[src/rtl/key_led_ctrl_if.sv]
// key_led_ctrl_if: user I/O bundle between the board pins and key_led_ctrl.
//
// Signals:
//   key        raw asynchronous key levels, 1 = pressed
//   brightness LED duty level 0..7 (only used when LED_PWM_EN is defined)
//   key_level  debounced key levels
//   key_press  one-cycle pulse on each debounced 0->1 transition
//   led_mode   current pattern mode (0 blink, 1 walk up, 2 walk down, 3 bounce)
//   paused     1 = pattern stepping frozen
//   usr_led    registered LED drive, 1 = on
//
// Modports: master drives the raw inputs (board / bench side), slave is the controller.
interface key_led_ctrl_if #(
    parameter int unsigned NUM_KEYS = 2,
    parameter int unsigned NUM_LEDS = 4
);
    logic [NUM_KEYS-1:0] key;
    logic [2:0]          brightness;
    logic [NUM_KEYS-1:0] key_level;
    logic [NUM_KEYS-1:0] key_press;
    logic [1:0]          led_mode;
    logic                paused;
    logic [NUM_LEDS-1:0] usr_led;

    modport master (
        output key, brightness,
        input  key_level, key_press, led_mode, paused, usr_led
    );

    modport slave (
        input  key, brightness,
        output key_level, key_press, led_mode, paused, usr_led
    );
endinterface

[src/rtl/key_led_ctrl.sv]
// key_led_ctrl: key debouncer and 4-mode LED pattern engine for board user I/O.
//
// Ports:
//   clk_50m  50 MHz board clock
//   rst      synchronous reset, active-high
//   ctrl_io  key_led_ctrl_if.slave: raw keys and brightness in; debounced levels,
//            press pulses, mode, pause flag and LED drive out
//
// Key 0 press steps the mode forward, key 1 press steps it back (both together: no
// change). Holding key 0 for HOLD_CYCLES toggles pause.
//
// Optional feature: define LED_PWM_EN to gate the LEDs with a 3-bit PWM driven by
// brightness. Without it brightness is ignored.
module key_led_ctrl #(
    parameter int unsigned NUM_KEYS        = 2,
    parameter int unsigned NUM_LEDS        = 4,
    parameter int unsigned DEBOUNCE_CYCLES = 8192,
    parameter int unsigned STEP_CYCLES     = 67108864,
    parameter int unsigned HOLD_CYCLES     = 100000000
) (
    input  logic          clk_50m,
    input  logic          rst,
    key_led_ctrl_if.slave ctrl_io
);
    localparam int unsigned DB_W   = $clog2(DEBOUNCE_CYCLES) + 1;
    localparam int unsigned STEP_W = $clog2(STEP_CYCLES) + 1;
    localparam int unsigned HOLD_W = $clog2(HOLD_CYCLES) + 1;
    localparam int unsigned POS_W  = $clog2(NUM_LEDS);

    localparam logic [DB_W-1:0]   DB_LAST   = DB_W'(DEBOUNCE_CYCLES - 1);
    localparam logic [STEP_W-1:0] STEP_LAST = STEP_W'(STEP_CYCLES - 1);
    localparam logic [HOLD_W-1:0] HOLD_LAST = HOLD_W'(HOLD_CYCLES - 1);
    localparam logic [HOLD_W-1:0] HOLD_MAX  = HOLD_W'(HOLD_CYCLES);
    localparam logic [POS_W-1:0]  POS_MAX   = POS_W'(NUM_LEDS - 1);

    typedef enum logic [1:0] {
        ModeBlink    = 2'd0,
        ModeWalkUp   = 2'd1,
        ModeWalkDown = 2'd2,
        ModeBounce   = 2'd3
    } mode_e;

    // ---------------- synchroniser + debounce ----------------
    logic [NUM_KEYS-1:0] sync1_q, sync2_q;
    logic [NUM_KEYS-1:0] level_q, level_d;
    logic [NUM_KEYS-1:0] press_q, press_d;
    logic [DB_W-1:0]     db_cnt_q [NUM_KEYS];
    logic [DB_W-1:0]     db_cnt_d [NUM_KEYS];

    always_comb begin
        level_d = level_q;
        press_d = '0;
        for (int i = 0; i < NUM_KEYS; i++) begin
            db_cnt_d[i] = '0;
            if (sync2_q[i] != level_q[i]) begin
                if (db_cnt_q[i] == DB_LAST) begin
                    level_d[i] = sync2_q[i];
                    press_d[i] = sync2_q[i];
                end else begin
                    db_cnt_d[i] = db_cnt_q[i] + 1'b1;
                end
            end
        end
    end

    always_ff @(posedge clk_50m) begin
        if (rst) begin
            sync1_q <= '0;
            sync2_q <= '0;
            level_q <= '0;
            press_q <= '0;
            for (int i = 0; i < NUM_KEYS; i++) db_cnt_q[i] <= '0;
        end else begin
            sync1_q <= ctrl_io.key;
            sync2_q <= sync1_q;
            level_q <= level_d;
            press_q <= press_d;
            for (int i = 0; i < NUM_KEYS; i++) db_cnt_q[i] <= db_cnt_d[i];
        end
    end

    // ---------------- mode, pause and pattern engine ----------------
    mode_e               mode_q, mode_d;
    logic                mode_chg;
    logic [HOLD_W-1:0]   hold_q, hold_d;
    logic                paused_q, paused_d;
    logic [STEP_W-1:0]   presc_q, presc_d;
    logic [POS_W-1:0]    pos_q, pos_d;
    logic                phase_q, phase_d;
    logic                dir_q, dir_d;     // 0 = up, 1 = down
    logic                step_tick;
    logic [NUM_LEDS-1:0] pattern, led_d, led_q;

    always_comb begin
        mode_d = mode_q;
        case (press_q[1:0])
            2'b01:   mode_d = mode_e'(mode_q + 2'd1);
            2'b10:   mode_d = mode_e'(mode_q - 2'd1);
            default: mode_d = mode_q;
        endcase
        mode_chg = (mode_d != mode_q);
    end

    // Hold counter saturates, so the toggle fires once per hold.
    always_comb begin
        hold_d   = hold_q;
        paused_d = paused_q;
        if (!level_q[0]) begin
            hold_d = '0;
        end else if (hold_q != HOLD_MAX) begin
            hold_d = hold_q + 1'b1;
            if (hold_d == HOLD_LAST) paused_d = ~paused_q;
        end
    end

    always_comb begin
        step_tick = (presc_q == STEP_LAST) && !paused_q;
        presc_d   = presc_q;
        pos_d     = pos_q;
        phase_d   = phase_q;
        dir_d     = dir_q;
        if (mode_chg) begin
            // Restart the new pattern from its first position.
            presc_d = '0;
            phase_d = 1'b0;
            dir_d   = 1'b0;
            pos_d   = (mode_d == ModeWalkDown) ? POS_MAX : '0;
        end else if (!paused_q) begin
            presc_d = (presc_q == STEP_LAST) ? '0 : presc_q + 1'b1;
            if (step_tick) begin
                unique case (mode_q)
                    ModeBlink:    phase_d = ~phase_q;
                    ModeWalkUp:   pos_d = (pos_q == POS_MAX) ? '0 : pos_q + 1'b1;
                    ModeWalkDown: pos_d = (pos_q == '0) ? POS_MAX : pos_q - 1'b1;
                    ModeBounce: begin
                        // Reverse at the ends without dwelling on the end LED.
                        if (!dir_q) begin
                            if (pos_q == POS_MAX) begin
                                dir_d = 1'b1;
                                pos_d = pos_q - 1'b1;
                            end else begin
                                pos_d = pos_q + 1'b1;
                            end
                        end else begin
                            if (pos_q == '0) begin
                                dir_d = 1'b0;
                                pos_d = pos_q + 1'b1;
                            end else begin
                                pos_d = pos_q - 1'b1;
                            end
                        end
                    end
                endcase
            end
        end
    end

    always_comb begin
        pattern = '0;
        if (mode_q == ModeBlink) pattern = {NUM_LEDS{phase_q}};
        else                     pattern[pos_q] = 1'b1;
    end

`ifdef LED_PWM_EN
    logic [2:0] pwm_cnt_q;

    always_ff @(posedge clk_50m) begin
        if (rst) pwm_cnt_q <= '0;
        else     pwm_cnt_q <= pwm_cnt_q + 3'd1;
    end

    assign led_d = pattern & {NUM_LEDS{pwm_cnt_q < ctrl_io.brightness}};
`else
    logic unused_brightness;
    assign unused_brightness = ^ctrl_io.brightness;
    assign led_d = pattern;
`endif

    always_ff @(posedge clk_50m) begin
        if (rst) begin
            mode_q   <= ModeBlink;
            hold_q   <= '0;
            paused_q <= 1'b0;
            presc_q  <= '0;
            pos_q    <= '0;
            phase_q  <= 1'b0;
            dir_q    <= 1'b0;
            led_q    <= '0;
        end else begin
            mode_q   <= mode_d;
            hold_q   <= hold_d;
            paused_q <= paused_d;
            presc_q  <= presc_d;
            pos_q    <= pos_d;
            phase_q  <= phase_d;
            dir_q    <= dir_d;
            led_q    <= led_d;
        end
    end

    assign ctrl_io.key_level = level_q;
    assign ctrl_io.key_press = press_q;
    assign ctrl_io.led_mode  = mode_q;
    assign ctrl_io.paused    = paused_q;
    assign ctrl_io.usr_led   = led_q;
endmodule

[src/flat_wrapper.sv]
// flat-port wrapper written by rule: the top's interface ports become plain ports
module key_led_ctrl_flat 
#(
    parameter int unsigned NUM_KEYS        = 2,
    parameter int unsigned NUM_LEDS        = 4,
    parameter int unsigned DEBOUNCE_CYCLES = 8192,
    parameter int unsigned STEP_CYCLES     = 67108864,
    parameter int unsigned HOLD_CYCLES     = 100000000
)
  (clk_50m, rst, ctrl_io_key, ctrl_io_brightness, ctrl_io_key_level, ctrl_io_key_press, ctrl_io_led_mode, ctrl_io_paused, ctrl_io_usr_led);
  key_led_ctrl_if #(.NUM_KEYS(NUM_KEYS), .NUM_LEDS(NUM_LEDS)) ctrl_io_i ();
  input  logic clk_50m;
  input  logic rst;
  input wire logic [$bits(ctrl_io_i.key)-1:0] ctrl_io_key;
  input wire logic [$bits(ctrl_io_i.brightness)-1:0] ctrl_io_brightness;
  output wire logic [$bits(ctrl_io_i.key_level)-1:0] ctrl_io_key_level;
  output wire logic [$bits(ctrl_io_i.key_press)-1:0] ctrl_io_key_press;
  output wire logic [$bits(ctrl_io_i.led_mode)-1:0] ctrl_io_led_mode;
  output wire logic [$bits(ctrl_io_i.paused)-1:0] ctrl_io_paused;
  output wire logic [$bits(ctrl_io_i.usr_led)-1:0] ctrl_io_usr_led;
  assign ctrl_io_i.key = ctrl_io_key;
  assign ctrl_io_i.brightness = ctrl_io_brightness;
  assign ctrl_io_key_level = ctrl_io_i.key_level;
  assign ctrl_io_key_press = ctrl_io_i.key_press;
  assign ctrl_io_led_mode = ctrl_io_i.led_mode;
  assign ctrl_io_paused = ctrl_io_i.paused;
  assign ctrl_io_usr_led = ctrl_io_i.usr_led;
  key_led_ctrl #(.NUM_KEYS(NUM_KEYS), .NUM_LEDS(NUM_LEDS), .DEBOUNCE_CYCLES(DEBOUNCE_CYCLES), .STEP_CYCLES(STEP_CYCLES), .HOLD_CYCLES(HOLD_CYCLES)) u_core (.clk_50m(clk_50m), .rst(rst), .ctrl_io(ctrl_io_i));
endmodule
[config.mk]
export PLATFORM = sky130hd
export DESIGN_NAME = key_led_ctrl_flat
export DESIGN_NICKNAME = d
export VERILOG_FILES = /design/src/rtl/key_led_ctrl_if.sv /design/src/rtl/key_led_ctrl.sv /design/src/flat_wrapper.sv
export SDC_FILE = /design/constraint.sdc
export NUM_CORES = 1
export LEC_CHECK = 0
export BUFFER_PORTS_ARGS = -buffer_cell sky130_fd_sc_hd__buf_4
export CAP_MARGIN = 10
export CORE_ASPECT_RATIO = 1.75
export CORE_MARGIN = 2
export CORE_UTILIZATION = 55
export DETAILED_ROUTE_END_ITERATION = 10
export PLACE_DENSITY = 0.72
export REMOVE_ABC_BUFFERS = 1
export SYNTH_ARGS = -nofsm -noshare
export SYNTH_HDL_FRONTEND = slang
export SYNTH_SLANG_ARGS = --single-unit
[constraint.sdc]
create_clock -name clk_50m -period 7.3 [get_ports clk_50m]
set_input_delay 1.46 -clock clk_50m [delete_from_list [all_inputs] [get_ports clk_50m]]
set_output_delay 1.46 -clock clk_50m [all_outputs]
set_load 0.005 [all_outputs]
==> flow_metrics.tcl, run 1 <==
set metrics [dict create \
    ctsResizeCount 0 \
    power.switching_uw 220.2 \
    reg2reg_depth 8 \
    ctsHoldBuffers 0 \
    antenna_found_initial 0 \
    final_nets 591 \
    peakVddDrop_mv 0.1644 \
    cts_buffers 9 \
    antennaDiodeCount 0 \
    drv_slew 0 \
    fin_hold_ws_ns 0.4505 \
    cts_buffer_depth 2 \
    multiInputGateArea_sq_mm 0.002666 \
    cp.required_ns 7.58 \
    place_congestion 0.8592 \
    fin_crit_sh_pct 40.17 \
    powerDensity_mw_per_mm2 198.1 \
    pin_count 18 \
    numPortBuffers 14 \
    arrival_ns 3.21 \
    hold_class "reg -> reg" \
    worstMarginPinSlew_ns 0.7172 \
    grt_pass1_vias 3650 \
    clk_pin_slew_ns 0.07 \
    pre_cts_ws_ns 4.312 \
    die_x_um 75.32 \
    crit_family "simple AND/OR/NAND/NOR gates" \
    syn_avg_cell_area_sq_um 8.696 \
    grt.total_usage_pct 21.20 \
    status "finished clean" \
    antenna_left 0 \
    setup_violations 0 \
    wl_mm 9.349 \
    power.total_uw 1051 \
    die_area_sq_mm 0.009702 \
    start_util_pct 56.46 \
    p_comb_share_pct 1.2 \
    cp.depth 8 \
    drc_errors 0 \
    fmax_mhz 341.0 \
    dieHeight_um 128.8 \
    relSlewSlack_pct 51.75 \
    avgRoutedWirePerCell_um 13.57 \
    power.internal_uw 830.5 \
    synth_top_area_share_pct 41.71 \
    ys_types 57 \
    yosysSeqAreaShare_pct 41.71 \
    cp-end-kind "flip-flop" \
    timing.final.ws_setup_ns 4.368 \
    grt_pass1_wl_mm 16.01 \
    min_period_ns 2.932 \
    leakagePower_uw 0.001845 \
    grt_max_degree 25 \
    synth_enable_flop_cells 0 \
    ys.flop_type "dfxtp_1" \
    dr.first_iter.drc_count 140 \
    regArea_sq_mm 0.002042 \
    cp_max_fo 7 \
    final.setup.tns_ns 0 \
    num_rows 45 \
    nFillCells 797 \
    synth-seq-cells 102 \
    layout-drive-gt1-share_pct 8.392 \
    yosys.area.top_type "dfxtp_1" \
    worst_path_most_repeated_cell "a21oi_1" \
    grt_setup_unrepaired "no" \
    finalHoldViolCount 0 \
    path_cells "ha_1, and3_1, nand3_1, nor4_1, nor3b_1, a21oi_1, or4_1, a21oi_1" \
    hpwl_mm 6.734 \
    cts.sinks 102 \
    ys_async_sr_fraction_pct 0 \
    seqPwrFrac_pct 53.4 \
    crit_type "reg -> reg" \
    root_buffer "clkbuf_16" \
    crit_buf_inv 0 \
    critical_path.startpoint_type "flip-flop" \
    holdPathStages 2 \
    wl_met1_mm 3.832 \
    syn_inst 563 \
    syn_to_final_growth_pct 8.331 \
    p_clk_share_pct 45.4 \
    htree_num_levels 3 \
    grt-ovfl-total 0 \
    firstDrtPassIters 4 \
    core_sq_mm 0.008671 \
    yosysMostFrequentCell "nor2_1" \
    cp_slowest_stage_delay_ns 0.64 \
    fin_skew_ns 0.007814 \
    netlist_area_sq_mm 0.004896 \
    cts_tree "yes" \
    clk_latency_ns 0.35 \
    crit_path_top_delay_cell "nor4_1" \
    route.met2.wl_mm 5.096 \
    netSwitchingFraction_pct 20.96 \
    dr_wl_met3_um 167 \
    dr_total_vias 3753 \
    maxCapViolCount 0 \
    cts_setup_buffers 0 \
    top_layer_used "met4" \
    via_per_inst 5.447 \
    synth.area.top_cells "dfxtp_1 42%, xor2_1 8.1%, nor2_1 8.0%" \
    yosysWarnings 0 \
    synth_common_cells "104 x nor2_1, 102 x dfxtp_1, 45 x xor2_1, 39 x nand2_1, 33 x nand3_1" \
]
## layout make-up
cell class / count / area share (%)
Multi-Input combinational cell: 428 / 50.27
Sequential cell: 102 / 38.50
Timing Repair Buffer: 14 / 1.982
Clock buffer: 9 / 4.246
Tap cell: 117 / 2.760
Inverter: 12 / 0.8493
Clock inverter: 7 / 1.392
## per-layer routing
layer	vias up	GRT usage, %
met4	0	10.84
li1	1929	-
met1	1769	22.48
met3	16	4.385
met2	39	37.95
met5	-	0
## sequential cells by signal (all words and copies together), names as in the netlist
name / count
u_core.sync1_q: 2
u_core.dir_q: 1
u_core.presc_q: 27
u_core.ctrl_io.key_press: 2
u_core.ctrl_io.usr_led: 4
u_core.phase_q: 1
u_core.sync2_q: 2
u_core.db_cnt_q: 28
u_core.ctrl_io.led_mode: 2
u_core.pos_q: 2
u_core.hold_q: 28
u_core.ctrl_io.paused: 1
u_core.ctrl_io.key_level: 2
## cell families after synthesis
kind of cell / Yosys count / synth area share (%)
flip-flops: 102 / 41.71
AO/OA/AOI/OAI: 44 / 5.316
AND/OR/NAND/NOR: 288 / 30.54
multiplexers: 4 / 0.8434
XOR/XNOR: 75 / 13.42
adder cells (fa/ha/maj): 17 / 4.344
buffers and inverters: 33 / 3.833
## through the flow
stage                     instances  instance area, sq um  util [%]
after CTS                       689                  5304     61.17
after detailed placement        673                  5005     57.72
after floorplan                 542                  4753         -
after global routing            689                  5304     61.17
after global placement          673                  5005     57.72
final                           689                  5304     61.17
## power groups by stage
stage	Clock, uW	Combinational, uW	Sequential [uW]
floorplan	0	7.53	574
CTS	489	13.0	561
global placement	0	12.4	574
global route	513	14.2	562
finish	477	12.6	561
detailed placement	0	12.7	574
## worst min-delay path, delay by kind of cell (launching register included)
family / cells / cell delay, ns
compound gates: 1 / 0.04
buf+inv: 1 / 0.05
flops: 1 / 0.32
## cell usage in the layout (no fill, tap or decap), types with 2 or more instances in the layout
cell type / netlist / routed
and4b_1: 2 / 2
nand2_1: 39 / 39
and4_1: 2 / 2
clkbuf_16: 0 / 9
nand3b_1: 4 / 4
a311oi_1: 2 / 2
a21oi_1: 20 / 20
xor2_1: 45 / 45
and3_1: 14 / 14
clkinv_2: 0 / 2
or2_2: 3 / 3
nand4_1: 15 / 15
nor4_1: 8 / 8
clkinv_4: 0 / 2
or4_1: 2 / 2
nor2_1: 104 / 104
or3_1: 6 / 6
dfxtp_1: 102 / 102
or3_2: 2 / 2
xnor2_1: 30 / 30
mux2i_1: 3 / 3
buf_4: 1 / 14
nor2b_1: 7 / 7
nand3_1: 33 / 33
o21ai_0: 10 / 10
inv_1: 12 / 12
nand4b_1: 2 / 2
nand2b_1: 9 / 9
nor3_1: 14 / 14
and3_2: 3 / 3
and2_1: 4 / 4
nor4b_1: 2 / 2
and3b_1: 2 / 2
ha_1: 17 / 17
a211oi_1: 4 / 4
a31oi_1: 2 / 2
## path summary, 6_finish.rpt
kind / start / to / slack (ns)
max: u_core.hold_q[1] / u_core.ctrl_io.paused / 4.37
min reg2reg: u_core.presc_q[26] / u_core.presc_q[26] / 0.45
max reg2reg: u_core.hold_q[1] / u_core.ctrl_io.paused / 4.37
min: u_core.presc_q[26] / u_core.presc_q[26] / 0.45
(Power assumes the default switching activity.)
==> inputs of run 2 (changes only) <==
--- a/config.mk
+++ b/config.mk
@@ -11,7 +11,7 @@
 export CORE_MARGIN = 2
 export CORE_UTILIZATION = 55
 export DETAILED_ROUTE_END_ITERATION = 10
-export PLACE_DENSITY = 0.72
+export PLACE_DENSITY = 0.75
 export REMOVE_ABC_BUFFERS = 1
 export SYNTH_ARGS = -nofsm -noshare
 export SYNTH_HDL_FRONTEND = slang
==> constraint.sdc (replaced) <==
create_clock -name clk_50m -period 2.4 [get_ports clk_50m]
set_input_delay 0.48 -clock clk_50m [delete_from_list [all_inputs] [get_ports clk_50m]]
set_output_delay 0.48 -clock clk_50m [all_outputs]
set_load 0.005 [all_outputs]
==> flow_metrics.tcl, run 2 (synthesis results as in run 1) <==
set metrics [dict create \
    setup_violations 0 \
    numPortBuffers 14 \
    maxCapViolCount 0 \
    cts_tree "yes" \
    arrival_ns 2.58 \
    antennaDiodeCount 0 \
    num_rows 45 \
    crit_type "reg -> reg" \
    cts_buffer_depth 2 \
    drc_errors 0 \
    avgRoutedWirePerCell_um 13.68 \
    power.total_uw 3252 \
    hold_class "in -> reg" \
    path_cells "ha_4, nand3_1, a21oi_1, or3b_2, a2111oi_4, o2111ai_2, or4_1, a21oi_1" \
    dieHeight_um 128.8 \
    relSlewSlack_pct 67.51 \
    min_from "ctrl_io_key[0]" \
    place_area_sq_mm 0.005215 \
    cts_buffers 9 \
    die_x_um 75.32 \
    p_clk_share_pct 46.3 \
    wl_mm 9.807 \
    critical_path.startpoint_type "flip-flop" \
    place_congestion 0.9528 \
    seqPwrFrac_pct 52.5 \
    via_per_inst 5.530 \
    power.internal_uw 2612 \
    antenna_left 0 \
    min_period_ns 2.302 \
    most-common-layout-cells "104 x nor2_1, 96 x dfxtp_1, 45 x xor2_1" \
    fin_hold_ws_ns 0.3459 \
    reg2reg_depth 8 \
    die_area_sq_mm 0.009702 \
    nFillCells 764 \
    status "finished clean" \
    leakagePower_uw 0.002005 \
    peakVddDrop_mv 0.3945 \
    grt_max_degree 25 \
    clk_latency_ns 0.35 \
    final_area_sq_mm 0.005593 \
    fin_cells 717 \
    fmax_mhz 434.3 \
    cp_max_fo 5 \
    whs_endpoint "u_core.sync1_q[0]" \
    cts.sinks 102 \
    firstDrtPassIters 4 \
    r2r_setup_slack_ns 0.1 \
    holdPathStages 2 \
    root_buffer "clkbuf_16" \
    drv_slew 0 \
    grt_pass1_wl_mm 16.47 \
    cp_slowest_stage_delay_ns 0.48 \
    htree_num_levels 3 \
    clk_pin_slew_ns 0.06 \
    antenna_found_initial 0 \
    grt.total_usage_pct 21.33 \
    grt_pass1_vias 3938 \
    layout-drive-gt1-share_pct 14.33 \
    final_util_pct 64.50 \
    finalHoldViolCount 0 \
    worstMarginPinSlew_ns 0.4874 \
    cp-end-kind "flip-flop" \
    powerDensity_mw_per_mm2 581.5 \
    ctsHoldBuffers 0 \
    cp.required_ns 2.68 \
    dr_total_vias 3965 \
    mostFrequentLayoutCell "nor2_1" \
    worst_path_most_repeated_cell "a21oi_1" \
    power.switching_uw 639.8 \
    rr_endpoint "u_core.ctrl_io.paused" \
    fin_skew_ns 0.005118 \
    netSwitchingFraction_pct 19.67 \
    final_nets 619 \
    cts_setup_buffers 0 \
    syn_to_final_growth_pct 14.23 \
    reg2reg_from "u_core.hold_q[0]" \
    pin_count 18 \
    p_comb_share_pct 1.2 \
    hpwl_mm 7.171 \
    dp_cells 701 \
    grt-ovfl-total 0 \
    grt_setup_unrepaired "no" \
    fin_crit_sh_pct 95.93 \
    core_sq_mm 0.008671 \
    reg.largest.list "u_core.db_cnt_q (28), u_core.hold_q (28), u_core.presc_q (27)" \
    dr.first_iter.drc_count 171 \
    crit_path_top_delay_cell "or3b_2" \
    start_util_pct 56.46 \
]
[run 2: per-stage QoR]
stage | setup WS (ns) | setup TNS, ns
6_report | 0.09759 | 0
2_1_floorplan | 0.02029 | 0
3_3_place_gp | -0.01701 | -0.01701
3_5_place_dp | -0.03675 | -0.03675
4_1_cts | 0.03650 | 0
5_1_grt | 0.006571 | 0
[run 2: cell type report]
class | count | area, sq um | area share (%)
clock inverters | 2 | 38.79 | 0.6935
repair buffers | 42 | 315.3 | 5.638
well taps | 117 | 146.4 | 2.617
clock buffers | 14 | 274.0 | 4.899
flip-flops and latches | 102 | 2049 | 36.64
multi-input cells | 428 | 2724 | 48.70
inverters | 12 | 45.04 | 0.8054
[run 2: metal layers]
metal	wire length [um]	track usage, %	vias up	share of wire, %
met4	254	8.462	0	2.6
met1	3963	22.87	1899	40
li1	-	-	1973	-
met5	0	0	-	0
met2	5300	38.82	69	54
met3	288	4.855	24	2.9
[run 2: what timing repair did]
action	4_1_cts	5_1_grt
gates cloned	0	0
setup endpoints to repair	1	1
gates resized for setup	2	14
pin swaps	1	2
[run 2: worst max path at each step]
stage                     start               endpoint  cells past startpoint
2_1_floorplan  u_core.hold_q[1]  u_core.ctrl_io.paused                      8
3_3_place_gp   u_core.hold_q[0]  u_core.ctrl_io.paused                      8
3_5_place_dp   u_core.hold_q[0]  u_core.ctrl_io.paused                      8
4_1_cts        u_core.hold_q[2]  u_core.ctrl_io.paused                      8
5_1_grt        u_core.hold_q[8]  u_core.ctrl_io.paused                      6
6_report       u_core.hold_q[0]  u_core.ctrl_io.paused                      8
[run 2: power by group through the flow]
stage	clock network [uW]	registers, uW	logic [uW]
after floorplan	0	1740	22.9
after global placement	0	1750	39.7
after detailed placement	0	1750	40.2
after CTS	1530	1710	40.6
after global routing	1600	1710	45.6
final	1500	1710	40.2
[run 2: critical path, delay by kind of cell (launching register included)]
kind / cells / cell delay (ns)
AO/OA/AOI/OAI: 4 / 0.71
adder cells (fa/ha/maj): 1 / 0.18
flip-flops: 1 / 0.34
AND/OR/NAND/NOR: 3 / 1.00
